## src/rtl/vram_arbiter.sv

```systemverilog
// Contended video RAM arbiter: shares the 16K video RAM between the video fetcher and the Z80.
// Derives the CPU clock enables from the pixel enable. While video owns the RAM, it suppresses
// the CPU rising edge so the CPU waits. It also sequences CPU reads and single-strobe writes.
module vram_arbiter #(
    parameter logic [1:0] CONT_PAGE  = 2'b01,
    parameter bit         IO_CONTEND = 1'b1
) (
    input  logic        clk_i,
    input  logic        rst_ni,
    input  logic        ce_i,
    input  logic        cn_i,
    input  logic [12:0] va_i,
    output logic [7:0]  vd_o,
    input  logic        cpu_mreq_n_i,
    input  logic        cpu_iorq_n_i,
    input  logic        cpu_rd_n_i,
    input  logic        cpu_wr_n_i,
    input  logic [15:0] cpu_a_i,
    input  logic [7:0]  cpu_do_i,
    output logic [7:0]  cpu_di_o,
    output logic        cep_o,
    output logic        cen_o,
    output logic [13:0] ram_a_o,
    output logic [7:0]  ram_d_o,
    output logic        ram_we_o,
    input  logic [7:0]  ram_q_i,
    output logic [3:0]  stall_o
);

    typedef enum logic [2:0] {StVideo, StIdle, StCpuRd, StCpuWr, StDone} state_e;

    state_e      state_q, state_d;
    logic        phase_q, phase_d;
    logic        cep_q, cep_d;
    logic        cen_q, cen_d;
    logic [3:0]  stall_q, stall_d;
    // Set once a CPU rising edge got through; the next one then clears the stall count,
    // so the count of the access just finished stays readable for one CPU cycle.
    logic        freed_q, freed_d;
    logic [7:0]  cpu_di_q, cpu_di_d;

    logic in_window;
    logic contended;
    logic hold;
    logic wr_req;
    logic rd_req;

    assign in_window = (cpu_a_i[15:14] == CONT_PAGE);
    assign contended = in_window | (IO_CONTEND & ~cpu_iorq_n_i & ~cpu_a_i[0]);
    assign hold      = cn_i & contended;
    assign wr_req    = in_window & ~cpu_mreq_n_i & ~cpu_wr_n_i;
    assign rd_req    = in_window & ~cpu_mreq_n_i & ~cpu_rd_n_i;

    assign vd_o     = ram_q_i;
    assign ram_d_o  = cpu_do_i;
    assign cpu_di_o = cpu_di_q;
    assign cep_o    = cep_q;
    assign cen_o    = cen_q;
    assign stall_o  = stall_q;

    // CPU clock phase, enables and stall counter; phase freezes while the rising edge is held.
    always_comb begin
        phase_d = phase_q;
        cep_d   = 1'b0;
        cen_d   = 1'b0;
        stall_d = stall_q;
        freed_d = freed_q;
        if (ce_i) begin
            if (phase_q) begin
                cen_d   = 1'b1;
                phase_d = 1'b0;
            end else if (hold) begin
                if (stall_q != 4'hF) begin
                    stall_d = stall_q + 4'd1;
                end
                freed_d = 1'b0;
            end else begin
                cep_d   = 1'b1;
                phase_d = 1'b1;
                if (freed_q) begin
                    stall_d = 4'd0;
                end
                freed_d = 1'b1;
            end
        end
    end

    // RAM ownership FSM: next state, address mux, write strobe and read latch.
    always_comb begin
        state_d  = state_q;
        cpu_di_d = cpu_di_q;
        ram_we_o = 1'b0;
        ram_a_o  = {1'b0, va_i};
        case (state_q)
            StVideo: begin
                if (ce_i && !cn_i) begin
                    state_d = StIdle;
                end
            end
            StIdle: begin
                if (ce_i) begin
                    if (wr_req) begin
                        state_d = StCpuWr;
                    end else if (rd_req) begin
                        state_d = StCpuRd;
                    end else if (cn_i) begin
                        state_d = StVideo;
                    end
                end
            end
            StCpuRd: begin
                ram_a_o = cpu_a_i[13:0];
                if (ce_i) begin
                    cpu_di_d = ram_q_i;
                    state_d  = StDone;
                end
            end
            StCpuWr: begin
                ram_a_o  = cpu_a_i[13:0];
                // Strobe is combinational on state so reset removes it immediately.
                ram_we_o = ce_i;
                if (ce_i) begin
                    state_d = StDone;
                end
            end
            StDone: begin
                ram_a_o = 14'd0;
                // Wait for MREQ to end so one MREQ can never produce a second write.
                if (ce_i && cpu_mreq_n_i) begin
                    state_d = StIdle;
                end
            end
            default: begin
                state_d = StVideo;
            end
        endcase
    end

    // State registers.
    always_ff @(posedge clk_i or negedge rst_ni) begin
        if (!rst_ni) begin
            state_q  <= StVideo;
            phase_q  <= 1'b0;
            cep_q    <= 1'b0;
            cen_q    <= 1'b0;
            stall_q  <= 4'd0;
            freed_q  <= 1'b1;
            cpu_di_q <= 8'hFF;
        end else begin
            state_q  <= state_d;
            phase_q  <= phase_d;
            cep_q    <= cep_d;
            cen_q    <= cen_d;
            stall_q  <= stall_d;
            freed_q  <= freed_d;
            cpu_di_q <= cpu_di_d;
        end
    end

endmodule

```

## config.mk

```make
export PLATFORM = sky130hd
export DESIGN_NAME = vram_arbiter
export DESIGN_NICKNAME = d
export VERILOG_FILES = /design/src/rtl/vram_arbiter.sv
export SDC_FILE = /design/constraint.sdc
export NUM_CORES = 1
export LEC_CHECK = 0
export BUFFER_PORTS_ARGS = -buffer_cell sky130_fd_sc_hd__buf_2
export CORE_AREA = 10 10 66 68
export DETAILED_ROUTE_END_ITERATION = 16
export DIE_AREA = 0 0 76 78
export PLACE_DENSITY = 0.84
export REMOVE_ABC_BUFFERS = 1
export SYNTH_ARGS = -nofsm -noshare
export SYNTH_HDL_FRONTEND = slang
export SYNTH_SLANG_ARGS = --single-unit
```

## constraint.sdc

```tcl
create_clock -name clk_i -period 3.5 [get_ports clk_i]
set_input_delay 0.875 -clock clk_i [delete_from_list [all_inputs] [get_ports clk_i]]
set_output_delay 0.875 -clock clk_i [all_outputs]
set_load 0.05 [all_outputs]
```

### Word level (Yosys, flattened, before mapping)

Cells that the tools add are included.

* register bits: 19
* input port bits: 53
* output and inout bits: 45
* logic and storage cells: 60

* $add $sub $neg: 1
* equality and inequality tests: 12
* mux-type cells: 18
* bitwise gates (word level): 12
* reductions and logical operators: 10

Operators with widths (count)
* $pmux 14 s2: 1
* $mux 3: 7
* $mux 4: 3
* $pmux 3 s4: 1
* $ne 4x4->1 const B: 2
* $eq 3x2->1 const B: 2
* $mux 1: 6
* $ne 2x2->1 const B: 3
* $not 1->1: 6
* $and 1x1->1: 5
* $reduce_and 5->1: 1
* $add 4x1->4 const B: 1
* $ne 2x1->1 const B: 2
* $reduce_and 2->1: 2
* $reduce_and 4->1: 1
* $eq 3x1->1 const B: 1
* $eq 3x3->1 const B: 1
* $logic_not 3->1: 1
* $eq 2x1->1 const B: 1
* $logic_and 1x1->1: 2
* $reduce_bool 2->1: 1
* $reduce_or 2->1: 1
* $logic_not 1->1: 1
* $or 1x1->1: 1

### Longest topological paths before layout

* word-level depth: 7
* mapped depth: 6

### Worst setup path before layout

OpenSTA, ideal clock, no wires.

* path kind: input -> output
* from: input port va_i[0]
* to: output port ram_a_o[0]
* arrival: 1.599 ns
* required time: 2.625 ns
* path slack: 1.026 ns
* stages: 2
* path buffers: 0
* cell sequence: o22ai_1 > nor2_1

* longest elaborated chain between the ends: 1

RTL lines
* start, declared: line 12 `input logic [12:0] va_i,`
* $pmux 14 s2: line 94 `case (state_q)`
* end, declared: line 23 `output logic [13:0] ram_a_o,`

Every way passes these cells.

### Worst setup path after layout

* from: register state_q[2]
* to: output port ram_a_o[5]

* longest elaborated chain between the ends: 3

RTL lines
* start, declared: line 32 `state_e state_q, state_d;`
* start signal, assigned: line 142 `state_q <= StVideo;`
* start signal, assigned: line 150 `state_q <= state_d;`
* $eq 3x2->1: line 94
* $reduce_or 2->1 (no line)
* $pmux 14 s2 (*): line 94

Every way passes the cells marked *; elsewhere a longest branch is shown, timed or not.

==> results.md <==
* Status: completed
* CTS Hold Bufs at 0
* Final TNS setup at 0 ns
* Worst setup SP type: register
* P_sw at between 0.0004 and 0.0005 W
* Initial antenna violation count at 0
* Final nets at between 200 and 300
* Critical path data arrival time at about 2.1 ns
* Post-synthesis sequential area ratio at a little under two fifths
* Total congestion overflow at 0
* Chip height at approximately 78 um
* PnR worst setup slack at about 0.54 ns
* Synth warn at 0
* Placer Congestion at around 0.77
* Placed inst area at between 1500 and 2000 um^2
* Layout cell share with drive strength beyond 1 at 50.2%
* Vias post-DR at 1,277
* Largest net degree at the start of global routing at 20
* Starting Density at approximately 41%
* CTS clock-pin slew for the worst setup and hold paths at ~0.11 ns
* # IOs at between 90 and 100
* Post-synth cell types at 35
* Die span in x at around 76 um
* Synth Cell Area at around 1300 um^2
* Net Sw Frac at between 40% and 50%
* Final worst path period need at between 2 and 3 ns
* Synth top area share at ~19%
* Post-synth ARST share at 100%
* Final HPWL DP at between 2000 and 3000 um
* Slew margin rel. at a little under two thirds
* Synth area leader: dfrtp_1
* Worst Skew at around 0.0040 ns
* Top cells by area, synth: dfrtp_1, dfstp_2, buf_4, a21oi_1, o22ai_1
* First-pass GRT wire length at a little under 6000 um
* F_max at approximately 340 MHz
* Dpl ws at 0.860 ns
* Area grow syn2layout at 25.1%
* WL per Instance at 14.3 um
* P_int at 0.000488 W
* First-pass DRT Iterations at 4
* Fin. Hold Viols at 0
* Vias/cell at ~5.0
* CTS tree: done
* Max_cap viols at 0
* Crit share post-route at 84.6%
* HP Class: in -> async
* Final setup viols at 0
* Commonest cells in the netlist: buf_4, a21oi_1, nor2_1, o22ai_1, nand2_1
* Clk sink count at 19
* Critical path capture point type: primary output
* Root buffer cell: clkbuf_4
* Post-Route WL at ~3700 um
* Setup Buffers After CTS at 0
* Buffers on Ports at 81
* Sequential Power Share at 36.7%
* Post-route cell area at between 1500 and 2000 um^2
* Cells after Synth at roughly 150
* Yosys reg bits at 19
* Post-synth EDFFs at 0
* Combinational power share at a little over half
* Syn Area/Cell at around 8.7 um^2
* Max H-tree Level at 1
* Longest Clk Path Bufs at 2
* Die area at between 5000 and 6000 um^2
* Count leader, synth: buf_4
* Post_cts resized at 0
* Vias in the first global route at 1,331
* # diodes at 0
* VDD IR-drop max at 0.000361 V
* Worst Path Required at around 2.6 ns
* Worst-Margin Slew at roughly 0.54 ns
* Fin. max-slew vios at 0
* Core box area at between 3000 and 4000 um^2
* Inserted Clock Buffers at 3
* WHS at 0.487 ns
* Clk_lat worst skew at a little under 0.3 ns
* GR Util All Layers at between 10% and 20%
* DRC at 0
* Antenna Nets Post-Route at 0
* Clock power frac at 11.3%
* Leak at between 0.8 and 0.9 nW
* Type of the worst setup path: reg -> out
* Initial drt markers at between 50 and 60
* CP max FO at 14
* Top_reg_cell synth: dfrtp_1
* RSZ-0062 raised after global routing: no
* Power Dens Cells at around 600 nW/um^2
* Row count at 21
-- registers in the layout, summed over array words and instances, names as in the netlist --
signal    cells
cpu_di_o      8
cen_o         1
freed_q       1
stall_o       4
state_q       3
cep_o         1
phase_q       1
-- final cells by class --
class | instances | area (um^2)
fill | 313 | 1550
multi-input combinational | 102 | 629
sequential | 19 | 487
timing repair buffer | 81 | 405
tap | 46 | 57.6
clock buffer | 3 | 22.5
inverter | 5 | 18.8
clock inverter | 1 | 5.00
-- per-layer routing --
| layer | GRT usage [%] | up-vias | share of wire (%) |
|---|---|---|---|
| li1 | - | 633 | - |
| met1 | 12.0 | 583 | 41 |
| met2 | 20.7 | 59 | 50 |
| met3 | 4.49 | 2 | 8.4 |
| met4 | 3.41 | 0 | 0.27 |
| met5 | 0 | - | 0 |
-- power by group through the flow --
stage / combinational, W / sequential, W / clock, W
finish: 0.000506 / 0.000357 / 0.000111
global route: 0.000537 / 0.000368 / 0.000124
CTS: 0.000513 / 0.000358 / 0.000118
detailed placement: 0.000512 / 0.000363 / 0
global placement: 0.000508 / 0.000358 / 0
floorplan: 0.000184 / 0.000541 / 0
-- cells in the final DEF, fill, tap and decap left out, drive strengths merged --
cell,count
nor3,2
nand2b,3
inv,5
or3,1
a22oi,1
buf,81
nor2,19
nor4,2
o21a,1
mux2,8
o2bb2ai,2
and2,2
o22ai,13
a21o,1
and3,2
a211oi,1
a221oi,1
nor3b,1
nand2,12
nand4,1
a21oi,19
ha,1
nor2b,3
dfrtp,10
clkinv,1
dfstp,9
a32oi,1
o21ai,5
clkbuf,3
-- path summary, 6_finish.rpt --
kind	startpoint	to	slack (ns)	depth (start not counted)
min	rst_ni	cen_o	0.49	1
min in group clk_i	freed_q	freed_q	0.49	2
max in group asynchronous	rst_ni	cpu_di_o[6]	2.70	1
min reg2reg	freed_q	freed_q	0.49	2
max reg2reg	state_q[1]	cpu_di_o[3]	1.86	4
max	state_q[2]	ram_a_o[5]	0.54	5
-- logic make-up (layout without fill, tap and decap cells) --
| group | after synthesis | after routing | synth area share (%) |
|---|---|---|---|
| simple gates | 48 | 48 | 20.0 |
| compound gates | 45 | 45 | 20.5 |
| buf+inv | 28 | 90 | 14.1 |
| flops | 19 | 19 | 37.5 |
| mux | 8 | 8 | 6.94 |
| fa+ha+maj | 1 | 1 | 0.963 |
-- critical path, stage by stage, from the launching register on --
cell     delay (ns)
dfrtp_1        0.54
inv_1          0.28
nand2_1        0.41
o22ai_1        0.16
nor2_1         0.13
buf_2          0.27
-- stage by stage --
step / std cells / total power, W / utilization [%]
floorplan: 126 / 0.000726 / -
global placement: 253 / 0.000866 / 50.3
detailed placement: 253 / 0.000875 / 50.3
CTS: 257 / 0.000990 / 51.1
global route: 257 / 0.00103 / 51.1
finish: 257 / 0.000974 / 51.1
(Power assumes the default switching activity.)
